<file path="config.mk">
export PLATFORM = sky130hd
export DESIGN_NAME = pc_fetch_unit
export DESIGN_NICKNAME = d
export VERILOG_FILES = /design/src/rtl/pc_fetch_unit_pkg.sv /design/src/rtl/pc_fetch_unit_next_pc_calc.sv /design/src/rtl/pc_fetch_unit.sv
export SDC_FILE = /design/constraint.sdc
export NUM_CORES = 1
export LEC_CHECK = 0
export BUFFER_PORTS_ARGS = -buffer_cell sky130_fd_sc_hd__buf_2
export CAP_MARGIN = 20
export CORE_MARGIN = 2
export CORE_UTILIZATION = 25
export DETAILED_ROUTE_END_ITERATION = 8
export PLACE_DENSITY_LB_ADDON = 0.15
export SYNTH_ARGS = -nofsm -noshare
export SYNTH_HDL_FRONTEND = slang
export SYNTH_SLANG_ARGS = --single-unit
</file>
<file path="constraint.sdc">
create_clock -name clk -period 3.5 [get_ports clk]
set_input_delay 0.35 -clock clk [delete_from_list [all_inputs] [get_ports clk]]
set_output_delay 0.35 -clock clk [all_outputs]
set_load 0.1 [all_outputs]
</file>
<file path="src/rtl/pc_fetch_unit_pkg.sv">
// AlicePU fetch-stage constants: PC operation encodings, fetch FSM encodings and reset PC.
// Shared by the fetch unit and its next-PC calculator.
package pc_fetch_unit_pkg;

  localparam int PC_OP_LEN = 3;

  localparam logic [PC_OP_LEN-1:0] PC_OP_NEXT_STEP  = 3'd0;
  localparam logic [PC_OP_LEN-1:0] PC_OP_OFFSET_JMP = 3'd1;
  localparam logic [PC_OP_LEN-1:0] PC_OP_IMM_JMP    = 3'd2;
  localparam logic [PC_OP_LEN-1:0] PC_OP_REG_JMP    = 3'd3;

  localparam int FETCH_STATE_LEN = 2;

  typedef enum logic [FETCH_STATE_LEN-1:0] {
    FETCH_S_BOOT  = 2'd0,
    FETCH_S_FETCH = 2'd1,
    FETCH_S_EXEC  = 2'd2,
    FETCH_S_TRAP  = 2'd3
  } fetch_state_t;

  localparam logic [31:0] DEFAULT_RESET_PC = 32'h0000_3000;

endpackage

</file>
<file path="src/rtl/pc_fetch_unit_next_pc_calc.sv">
// Combinational next-PC selection from the current pc, committed instruction and control's pc_op.
// With PC_ALIGN_TRAP_EN the raw target and a misalignment flag are exposed; otherwise the target is word-aligned here.
module next_pc_calc
  import pc_fetch_unit_pkg::*;
(
  input  logic [31:0]          pc,
  input  logic [PC_OP_LEN-1:0] pc_op,
  input  logic [31:0]          offset_imm,
  input  logic [25:0]          inst_idx,
  input  logic [31:0]          reg_target,
  output logic [31:0]          pc_plus4,
`ifdef PC_ALIGN_TRAP_EN
  output logic                 misaligned,
`endif
  output logic [31:0]          next_pc
);

  assign pc_plus4 = pc + 32'd4;

  always_comb begin
    next_pc = pc_plus4;
    case (pc_op)
      PC_OP_NEXT_STEP:  next_pc = pc_plus4;
      PC_OP_OFFSET_JMP: next_pc = pc_plus4 + (offset_imm << 2);
      PC_OP_IMM_JMP:    next_pc = {pc_plus4[31:28], inst_idx, 2'b00};
      PC_OP_REG_JMP:    next_pc = reg_target;
      default:          next_pc = pc_plus4;
    endcase
`ifndef PC_ALIGN_TRAP_EN
    // Only a register jump can produce a non-word target; silently align it.
    next_pc[1:0] = 2'b00;
`endif
  end

`ifdef PC_ALIGN_TRAP_EN
  assign misaligned = (next_pc[1:0] != 2'b00);
`endif

endmodule

</file>
<file path="src/rtl/pc_fetch_unit.sv">
// AlicePU fetch stage: owns pc, fetches over imem req/ack, holds inst until exec_done commits (min 2 cycles/instr).
// Request held until ack; optional misaligned-target trap under macro PC_ALIGN_TRAP_EN.
module pc_fetch_unit
  import pc_fetch_unit_pkg::*;
#(
  parameter logic [31:0] RESET_PC = DEFAULT_RESET_PC,
  parameter int          COUNT_W  = 32
)
(
  input  logic                 clk,
  input  logic                 rst,
  input  logic [PC_OP_LEN-1:0] pc_op,
  input  logic                 exec_done,
  input  logic [31:0]          offset_imm,
  input  logic [31:0]          reg_target,
  output logic                 imem_req,
  output logic [31:0]          imem_addr,
  input  logic                 imem_ack,
  input  logic [31:0]          imem_rdata,
  output logic [31:0]          inst,
  output logic                 inst_valid,
  output logic [31:0]          pc,
  output logic [31:0]          pc_plus4,
  output logic [COUNT_W-1:0]   retired_cnt
`ifdef PC_ALIGN_TRAP_EN
  ,
  output logic                 pc_trap,
  output logic [31:0]          trap_addr
`endif
);

  fetch_state_t state;
  logic [31:0]  next_pc;
`ifdef PC_ALIGN_TRAP_EN
  logic         misaligned;
`endif

  next_pc_calc u_next_pc_calc (
    .pc         (pc),
    .pc_op      (pc_op),
    .offset_imm (offset_imm),
    .inst_idx   (inst[25:0]),
    .reg_target (reg_target),
    .pc_plus4   (pc_plus4),
`ifdef PC_ALIGN_TRAP_EN
    .misaligned (misaligned),
`endif
    .next_pc    (next_pc)
  );

  assign imem_addr = pc;

  always_ff @(posedge clk or posedge rst) begin
    if (rst) begin
      state       <= FETCH_S_BOOT;
      pc          <= RESET_PC;
      inst        <= 32'h0;
      inst_valid  <= 1'b0;
      imem_req    <= 1'b0;
      retired_cnt <= '0;
`ifdef PC_ALIGN_TRAP_EN
      pc_trap     <= 1'b0;
      trap_addr   <= 32'h0;
`endif
    end else begin
      case (state)
        FETCH_S_BOOT: begin
          state    <= FETCH_S_FETCH;
          imem_req <= 1'b1;
        end
        FETCH_S_FETCH: begin
          if (imem_ack) begin
            inst       <= imem_rdata;
            imem_req   <= 1'b0;
            inst_valid <= 1'b1;
            state      <= FETCH_S_EXEC;
          end
        end
        FETCH_S_EXEC: begin
          if (exec_done) begin
            retired_cnt <= retired_cnt + COUNT_W'(1);
            inst_valid  <= 1'b0;
`ifdef PC_ALIGN_TRAP_EN
            // The faulting instruction still retires; pc keeps its address for diagnosis.
            if (misaligned) begin
              state     <= FETCH_S_TRAP;
              pc_trap   <= 1'b1;
              trap_addr <= next_pc;
            end else
`endif
            begin
              pc       <= next_pc;
              imem_req <= 1'b1;
              state    <= FETCH_S_FETCH;
            end
          end
        end
`ifdef PC_ALIGN_TRAP_EN
        FETCH_S_TRAP: begin
          imem_req <= 1'b0;
        end
`endif
        default: begin
          state      <= FETCH_S_BOOT;
          imem_req   <= 1'b0;
          inst_valid <= 1'b0;
        end
      endcase
    end
  end

endmodule

</file>
======== Word-level counts from Yosys, hierarchy flattened ========
Index checks and enable logic that the tools add are counted.
cells by class
  add/sub/neg operators ................... 3
  equality and inequality tests ........... 7
  multiplexer cells ....................... 10
  bitwise operators ....................... 1
  reduce and logical (&&, ||, !) cells .... 5
operator list
  cell                     number
  $pmux W32 S3             1
  $add A32 B1 Y32 const B  1
  $add A32 B3 Y32 const B  1
  $add A32 B32 Y32         1
  $eq A3 B2 Y1 const B     2
  $pmux W1 S3              2
  $pmux W2 S3              1
  $reduce_and A2 Y1        3
  $mux W1                  4
  $mux W2                  2
  $ne A2 B2 Y1 const B     2
  $eq A3 B1 Y1 const B     1
  $reduce_and A3 Y1        1
  $eq A2 B1 Y1 const B     1
  $eq A2 B2 Y1 const B     1
  $logic_not A2 Y1         1
  $not A1 Y1               1
word-level totals
  flip-flop bits (word level) ............. 98
  input port bits ......................... 103
  output and inout bits ................... 162
  logic and storage cells ................. 32

======== Longest topological paths before layout ========
Gate-level depths: netlist of run 1.
  depth after elaboration ................. 3
  depth in mapped cells ................... 16
  mapped depth without buffers ............ 14

======== By module ========
From an unflattened synthesis of run 1, not the netlist that was laid out.
unflattened totals
  cells, all modules ...................... 808
  area total of the unflattened synthesis .. 7179.4 um^2
modules (own cells, without submodules)
  module         instances  cells an instance  area each (um^2)  seq. area each (um^2)
  pc_fetch_unit  1          381                4247.8            2479.9
  next_pc_calc   1          427                2931.6            0.0

======== Worst setup path after synthesis of run 1 ========
OpenSTA, ideal clock, no wires.
  path kind ............................... register to register
  from .................................... reg pc[4], in the netlist imem_addr[4]
  to ...................................... reg pc[25], in the netlist imem_addr[25]
  library setup time ...................... 131 ps
  data arrival time ....................... 5514 ps
  required time ........................... 3369 ps
  slack ................................... -2145 ps
  cell stages (with the launch flop) ...... 16
  buffers on the path ..................... 2
  period minus slack after synthesis ...... 5645 ps
  cell sequence ........................... dfrtp_1 -> clkbuf_2 -> and4_2 -> nand2_1 -> nor2_1 -> nand3_1 -> xnor2_1 -> ha_1 -> clkbuf_1 -> a21oi_1 -> o21ai_0 -> a211o_1 -> a31o_2 -> o22ai_1 -> nor4_1 -> or3_1
between the ends
  longest elaborated chain between the ends .. 3
RTL lines
  what                    RTL line                          source
  from (decl)             pc_fetch_unit.sv:22               output logic [31:0] pc,
  from (signal assigned)  pc_fetch_unit.sv:92               pc <= next_pc;
  $add A32 B3 Y32         pc_fetch_unit_next_pc_calc.sv:18  assign pc_plus4 = pc + 32'd4;
  named net pc_plus4[12]  pc_fetch_unit.sv:23               output logic [31:0] pc_plus4,
  $add A32 B32 Y32        pc_fetch_unit_next_pc_calc.sv:24  PC_OP_OFFSET_JMP: next_pc = pc_plus4 + (offset_imm << 2);
  $pmux W32 S3            pc_fetch_unit_next_pc_calc.sv:22  case (pc_op)
The timed path passes the listed nets, and every way through them passes these cells.
A chain may end at the register's enable or synchronous reset.

======== Worst setup path after layout of run 1 ========
  from .................................... reg pc[13], in the netlist imem_addr[13]
  to ...................................... reg pc[26], in the netlist imem_addr[26]
between the ends
  longest elaborated chain between the ends .. 3
RTL lines
  what                 RTL line
  $add A32 B3 Y32 (*)  pc_fetch_unit_next_pc_calc.sv:18
  $add A32 B32 Y32     pc_fetch_unit_next_pc_calc.sv:24
  $pmux W32 S3 (*)     pc_fetch_unit_next_pc_calc.sv:22
Mark *: on every way between the ends. The rest lies on a longest branch, timed or not.

==> flow_summary.json, run 1 <==
{
  "synth-seq-area-share_pct": 33.9,
  "ff2ff_path_depth": 13,
  "critical-path-max-stage-delay_ps": 610,
  "syn-cell-area_sq_um": 7170,
  "startpoint": "imem_addr[13]",
  "die_x_microns": 173,
  "skew_ps": 14.5,
  "max_clock_freq_mhz": 296,
  "numCtsBuffers": 9,
  "drtAntennaViolNets": 0,
  "fin_crit_ps": 3380,
  "htree_num_levels": 3,
  "grt_max_degree": 98,
  "hold_violations": 0,
  "die_h_microns": 173,
  "end_kind": "register",
  "drv_slew": 0,
  "drt_first_pass_iters": 5,
  "crit_required_ps": 3720,
  "tightest_slew_ps": 924,
  "hold-worst-slack_ps": 115,
  "cts_tree": "yes",
  "path_buf_inv": 1,
  "grt_usage_pct": 18.4,
  "cts_buffer_depth": 2,
  "start_util_pct": 25.2,
  "critPathSlowestCell": "dfstp_4",
  "clkLatencyLatePin_ps": 350,
  "grt-ovfl-total": 0,
  "rows": 62,
  "wl_per_cell_microns": 18.2,
  "io_pins": 265,
  "vias": 7226,
  "synthArstFlopShare_pct": 100,
  "path_delay_family": "compound AO/OA/AOI/OAI gates",
  "ys_types": 69,
  "cts_num_sinks": 97,
  "fp.dieArea_sq_um": 30100,
  "maxSlewHeadroom_pct": 38.2,
  "synth_flop_cell": "dfrtp_1",
  "routed_via_density": 4.74,
  "nNetsFinal": 1274,
  "routabilityCongestion": 0.831,
  "antenna_found_initial": 4,
  "synth_edf_count": 0,
  "root_buffer": "clkbuf_16",
  "maxCapViolations": 0,
  "crit_fanout": 8,
  "netlist.area_leader.share_pct": 33.1,
  "numPortBuffers": 254,
  "synth-seq-cells": 97,
  "path_class": "reg -> reg",
  "drc": 0,
  "core_sq_um": 28500,
  "rsz0062_at_grt": "yes",
  "synth.area.top_cells": "dfrtp_1, xnor2_1, ha_1",
  "yosys_warnings": 0,
  "syn_avg_cell_area_sq_um": 8.74,
  "synth.largest_area_cell": "dfrtp_1",
  "timing.rr.start": "imem_addr[13]",
  "period_share_pct": 96.6,
  "setup_viol_count_final": 0,
  "clk_pin_slew_worst_paths_ps": 80,
  "worstHoldPathType": "in -> async",
  "grt_pass1_wl_microns": 42700,
  "grt_pass1_vias": 7264,
  "dp_hpwl_microns": 22200,
  "yosys-top-cells-count": "nand2_1, dfrtp_1, nor2_1, a21oi_1, o21ai_0",
  "critPathArrivalTime_ps": 3600,
  "drt_wl_total_microns": 27700,
  "critPathLaunchType": "register",
  "status": "completed",
  "area_growth_pct": 46.6,
  "netlist_instances": 821,
  "worstPathCellList": "and3_1 -> nor4b_4 -> buf_12 -> nand4_1 -> xnor2_4 -> ha_4 -> a21oi_4 -> o21ai_1 -> nor3_1 -> o211a_1 -> o31a_1 -> xor2_2 -> o221ai_1",
  "synth.most_common_cell": "nand2_1",
  "crit_cells": 13,
  "drt_iter0_drc": 355,
  "drive_gt1_share_pct": 45.8
}
[what timing repair did]
action                                  in CTS  in global routing
pin swaps                                    0                  6
hold buffers                                 0                  0
resized for setup                            2                 26
endpoints found under the setup margin       4                 17
setup buffers                                0                  1
[state kept, by name, summed over array words and instances (netlist names)]
name / flops
inst: 32
retired_cnt: 32
imem_addr: 30
state: 2
inst_valid: 1
[area by class of cell]
type,instances,area (sq um)
fillers,3007,18000
multi-input cells,644,5070
flip-flops and latches,97,2460
inverters,17,66.3
clock inverters,7,68.8
repair buffers,366,2140
well taps,384,480
diodes,2,5.00
clock buffers,9,225
[placed cells by master, fill, tap and decap left out, types with 11 or more instances in the layout]
| cell type | n |
|---|---|
| a21oi_1 | 48 |
| a31oi_1 | 11 |
| buf_2 | 254 |
| buf_4 | 110 |
| dfrtp_1 | 77 |
| dfrtp_2 | 18 |
| ha_1 | 26 |
| inv_1 | 15 |
| mux2_2 | 34 |
| mux2i_1 | 16 |
| nand2_1 | 96 |
| nand2b_1 | 14 |
| nand3_1 | 16 |
| nand4_1 | 20 |
| nor2_1 | 61 |
| o21ai_0 | 48 |
| o22ai_1 | 13 |
| xnor2_1 | 31 |
| xnor2_4 | 17 |
| xor2_1 | 18 |
[layer usage]
metal / wire length (microns) / track usage, % / vias to the layer above
met2: 12600 / 28.8 / 226
met1: 13000 / 25.7 / 3434
met3: 1500 / 3.44 / 36
met5: 22 / 0 / -
li1: - / - / 3526
met4: 540 / 5.30 / 4
[cells by family after synthesis]
family | count (synthesis) | share of synthesized area, %
buffers and inverters | 85 | 6.39
adders and majority gates | 36 | 6.39
other | 1 | 0.0523
DFF | 97 | 33.9
and+or+nand+nor | 280 | 19.3
xor gates and xnor gates | 81 | 10.1
muxes | 50 | 7.57
AOI/OAI and AO/OA | 191 | 16.4
[per-stage QoR]
stage                     worst slack, ps  TNS, ps  util (%)  instance area, sq um  instances
final                                 119        0      36.9                 10500       1526
after global routing                -43.5     -124      36.9                 10500       1525
after CTS                            5.30        0      36.5                 10400       1523
after detailed placement            -17.0    -20.1      35.4                 10100       1507
after global placement              -11.5    -11.5      35.4                 10100       1507
after floorplan                      -769   -10450         -                  7880        826
[worst reg2reg max path, delay by kind of cell (launching register included)]
family,cells,cell delay (ps)
adder cells (fa/ha/maj),1,260
flip-flops,1,610
buffers and inverters,1,170
XOR/XNOR,2,490
AO/OA/AOI/OAI,5,890
AND/OR/NAND/NOR,4,840
[path summary, 6_finish.rpt]
path / end / slack [ps]
max in group asynchronous: imem_addr[19] / 2950
setup reg to reg: imem_addr[26] / 120
hold / removal: inst[7] / 110
min in group clk: inst[18] / 230
hold reg to reg: retired_cnt[31] / 480
setup / recovery: imem_addr[26] / 120
Power of run 1 is left out: the tool's default activity adds up to more than one toggle a clock period on the data nets, which glitch-free logic cannot reach.
==> run 2, diff against run 1 <==
SETUP_SLACK_MARGIN = 0.3   (was default)
==> run 2 against run 1 <==
Net effect:
- sequential cell count unchanged
- die area unchanged
- setup slack improved by 7.9 ps
- clock skew rose by 2.8 ps
- count of clock-buffer cells in the layout unchanged
- design area up 6.5%
- sequential share of layout area shrank 1.4 points
- non-clock buffer count up 10
- routed wire length increased by 5.7%
- critical endpoint is now imem_addr[30]
==> flow_summary.json, run 2 (synthesized netlist as in run 1, its figures left out) <==
{
  "rows": 62,
  "clk_pin_slew_worst_paths_ps": 90,
  "placed_cell_area_sq_um": 9810,
  "numCtsBuffers": 9,
  "dp_cells": 1469,
  "mostFrequentLayoutCell": "buf_2",
  "drc": 0,
  "grt_pass1_wl_microns": 44400,
  "vias": 7351,
  "cts_buffer_depth": 2,
  "status": "completed",
  "nNetsFinal": 1284,
  "grt_max_degree": 62,
  "path_delay_family": "simple AND/OR/NAND/NOR gates",
  "critPathLaunchType": "register",
  "final_cell_area_sq_um": 11200,
  "path_buf_inv": 2,
  "place_ws_ps": -8.52,
  "die_h_microns": 173,
  "period_share_pct": 96.4,
  "postCtsHoldBufs": 0,
  "drt_iter0_drc": 407,
  "rsz0062_at_grt": "yes",
  "htree_num_levels": 3,
  "end_kind": "register",
  "drv_slew": 0,
  "drtAntennaViolNets": 0,
  "critPathSlowestCell": "dfstp_4",
  "skew_ps": 17.3,
  "dp_hpwl_microns": 22400,
  "grt-ovfl-total": 0,
  "critPathArrivalTime_ps": 3660,
  "worstPathCellList": "and3_4 -> nor4b_4 -> buf_12 -> nand2_4 -> or3_4 -> xnor2_4 -> ha_4 -> nand2_1 -> a211o_1 -> nor4_1 -> a21oi_1 -> buf_4 -> nor3_2 -> a21oi_1 -> o21ai_1",
  "crit_fanout": 7,
  "drt_wl_total_microns": 29300,
  "fp.dieArea_sq_um": 30100,
  "post-route-util_pct": 39.3,
  "critical-path-max-stage-delay_ps": 620,
  "max_clock_freq_mhz": 296,
  "routabilityCongestion": 0.853,
  "clkLatencyLatePin_ps": 360,
  "crit_cells": 15,
  "maxSlewHeadroom_pct": 54.5,
  "core_sq_um": 28500,
  "numPortBuffers": 254,
  "wl_per_cell_microns": 19.0,
  "start_util_pct": 25.2,
  "cts_tree": "yes",
  "fin_crit_ps": 3370,
  "drive_gt1_share_pct": 51.2,
  "setup_slack_ps": 127,
  "drt_first_pass_iters": 5,
  "routed_via_density": 4.78,
  "antenna_found_initial": 5,
  "setup_viol_count_final": 0,
  "path_common_cell": "a21oi_1",
  "area_growth_pct": 56.1,
  "path_class": "reg -> reg",
  "root_buffer": "clkbuf_16",
  "stdcell_count": 1537,
  "cts_num_sinks": 97,
  "hold_violations": 0,
  "maxCapViolations": 0,
  "io_pins": 265,
  "worstHoldPathType": "in -> async",
  "grt_usage_pct": 19.2,
  "grt_pass1_vias": 7388,
  "ff2ff_path_depth": 15,
  "tightest_slew_ps": 675,
  "crit_required_ps": 3780,
  "layout_common_cells": "buf_2, buf_4, nand2_1",
  "fillCellCount": 2950,
  "die_x_microns": 173
}
[run 2: repair_timing]
item,in CTS,in global routing
resized for setup,71,70
buffers inserted,19,30
pin swaps,36,29
setup endpoints to repair,15,22
[run 2: worst reg2reg max path: stages, from the launching register on]
cell and delay, ps:
dfstp_4 620, and3_4 180, nor4b_4 250, buf_12 180, nand2_4 60, or3_4 410, xnor2_4 170, ha_4 300
nand2_1 80, a211o_1 340, nor4_1 170, a21oi_1 110, buf_4 160, nor3_2 100, a21oi_1 60, o21ai_1 140
[run 2: path summary, 6_finish.rpt]
check                                 from              end  slack (ps)
setup reg to reg             imem_addr[13]    imem_addr[30]         130
max in group asynchronous              rst  retired_cnt[19]        2680
setup / recovery             imem_addr[13]    imem_addr[30]         130
min in group clk            imem_rdata[22]         inst[22]         220
hold reg to reg            retired_cnt[31]  retired_cnt[31]         470
hold / removal                         rst          inst[6]          50
[run 2: final cells by class]
cell class | count | area, sq um | area share [%]
well taps | 384 | 480 | 4.29
inverters | 17 | 66.3 | 0.593
diodes | 3 | 7.51 | 0.0671
multi-input cells | 644 | 5590 | 49.9
flip-flops and latches | 97 | 2460 | 22.0
repair buffers | 376 | 2270 | 20.2
clock buffers | 9 | 225 | 2.01
clock inverters | 7 | 95.1 | 0.850
[run 2: per-layer routing]
| metal | vias up | GRT usage, % | wire length (microns) |
|---|---|---|---|
| li1 | 3550 | - | - |
| met1 | 3543 | 26.5 | 13500 |
| met2 | 230 | 31.3 | 13600 |
| met3 | 24 | 3.90 | 1810 |
| met4 | 4 | 3.32 | 299 |
| met5 | - | 0 | 21 |
[run 2: per-stage QoR]
| step | hold slack [ps] | TNS, ps |
|---|---|---|
| after floorplan | 488 | -10450 |
| after global placement | 461 | -12.1 |
| after detailed placement | 460 | -8.52 |
| after CTS | 63.6 | 0 |
| after global routing | 76.3 | -69.8 |
| final | 49.8 | 0 |
Power of run 2 is left out for the same reason.
==> run 3, diff against run 2 <==
CORE_UTILIZATION = 38   (was 25)
==> run 3 against run 2 <==
Net effect:
- non-clock buffer count fell by 37
- core utilization rose by 17 points
- maximum frequency fell by 1.1%
- worst hold slack improved by 170 ps
- via count fell by 1.3%
- cell count fell by 12%
- register-to-register slack got worse by 40 ps
- design area fell by 5.7%
- setup slack got worse by 37 ps
- sequential cell count did not move
- highest routed layer unchanged
==> flow_summary.json, run 3 (synthesized netlist as in run 1, its figures left out) <==
{
  "drtAntennaViolNets": 0,
  "grt_pass1_wl_microns": 38500,
  "clkLatencyLatePin_ps": 360,
  "core_sq_um": 18600,
  "grt_pass1_vias": 6992,
  "crit_fanout": 7,
  "fin_crit_ps": 3410,
  "seq_area_sq_um": 2460,
  "maxCapViolations": 0,
  "critPathArrivalTime_ps": 3650,
  "drive_gt1_share_pct": 48.5,
  "numPortBuffers": 254,
  "drc": 0,
  "place_ws_ps": 0.618,
  "critPathLaunchType": "register",
  "fp.dieArea_sq_um": 20000,
  "grt-ovfl-total": 0,
  "mostFrequentLayoutCell": "buf_2",
  "rrSetupSlack_ps": 90,
  "hold_violations": 0,
  "start_util_pct": 38.5,
  "status": "completed",
  "wl_per_cell_microns": 18.8,
  "hold_depth": 2,
  "rsz0062_at_grt": "yes",
  "tightest_slew_ps": 1040,
  "path_class": "reg -> reg",
  "routabilityCongestion": 0.877,
  "area_growth_pct": 47.1,
  "dp_hpwl_microns": 19200,
  "tns_ps": 0,
  "crit_required_ps": 3740,
  "worst_hold_path.endpoint": "inst[11]",
  "setup_viol_count_final": 0,
  "cts_tree": "yes",
  "grt_max_degree": 82,
  "end_kind": "register",
  "max_clock_freq_mhz": 293,
  "multi_input_area_sq_um": 5470,
  "drt_first_pass_iters": 4,
  "drt_wl_total_microns": 25300,
  "cts_num_sinks": 97,
  "maxSlewHeadroom_pct": 30.5,
  "clk_pin_slew_worst_paths_ps": 80,
  "diodes": 0,
  "timing.rr.start": "imem_addr[12]",
  "drt_iter0_drc": 428,
  "die_h_microns": 141,
  "rows": 50,
  "htree_num_levels": 3,
  "period_share_pct": 97.4,
  "io_pins": 265,
  "regToRegEndpoint": "imem_addr[25]",
  "root_buffer": "clkbuf_16",
  "antenna_found_initial": 1,
  "layout_common_cells": "buf_2, nand2_1, buf_4",
  "nNetsFinal": 1247,
  "fillCellCount": 1707,
  "drv_slew": 0,
  "setup_slack_ps": 90.2,
  "cts_buffer_depth": 2,
  "hold_start": "imem_rdata[11]",
  "skew_ps": 12.2,
  "ff2ff_path_depth": 13,
  "worstHoldPathType": "in -> reg",
  "numCtsBuffers": 9,
  "die_x_microns": 141,
  "vias": 7258,
  "routed_via_density": 5.39,
  "grt_usage_pct": 24.7
}
[run 3: how the worst max path moves through the flow]
stage                     cells after the start             to  slack, ps          start
after floorplan                              12  imem_addr[25]       -770   imem_addr[4]
after CTS                                    15  imem_addr[30]        190  imem_addr[13]
after detailed placement                     15  imem_addr[30]        0.6  imem_addr[12]
after global routing                         14  imem_addr[25]        -50  imem_addr[12]
after global placement                       15  imem_addr[30]         60  imem_addr[12]
final                                        13  imem_addr[25]         90  imem_addr[12]
[run 3: repair_timing]
action | 4_1_cts | 5_1_grt
pin swaps | 29 | 40
buffers inserted | 20 | 7
hold endpoints to repair | 0 | 19
resized for setup | 54 | 55
setup endpoints to repair | 14 | 21
hold buffers | 0 | 1
[run 3: worst max-delay path: stages (launching register included)]
cell,delay [ps]
dfstp_4,640
nand3_4,90
nor4b_4,300
buf_6,180
nand4_1,200
xnor2_4,250
buf_6,140
ha_4,270
nand4_1,190
nor3_2,240
a31o_2,220
o22ai_2,80
and4b_1,180
or3_1,300
[run 3: layout make-up]
cell class	instances	area share [%]
Multi-Input combinational cell	644	51.9
Sequential cell	97	23.3
Timing Repair Buffer	339	18.6
Tap cell	234	2.78
Clock buffer	9	2.13
Clock inverter	7	0.723
Inverter	17	0.629
[run 3: routing by layer]
metal / vias to the layer above / wire [microns] / global-route usage (%)
li1: 3479 / - / -
met2: 276 / 11500 / 39.3
met4: 2 / 319 / 5.89
met5: - / 7 / 0
met1: 3476 / 11800 / 35.6
met3: 25 / 1670 / 3.78
[run 3: through the flow]
stage | utilization, % | std cells | hold slack, ps | area (sq um)
final | 56.6 | 1347 | 216 | 10600
after global placement | 50.8 | 1302 | 457 | 9470
after global routing | 56.6 | 1347 | 216 | 10600
after CTS | 54.8 | 1338 | 209 | 10200
after floorplan | - | 826 | 488 | 7910
after detailed placement | 50.8 | 1302 | 473 | 9470
Power of run 3 is left out for the same reason.
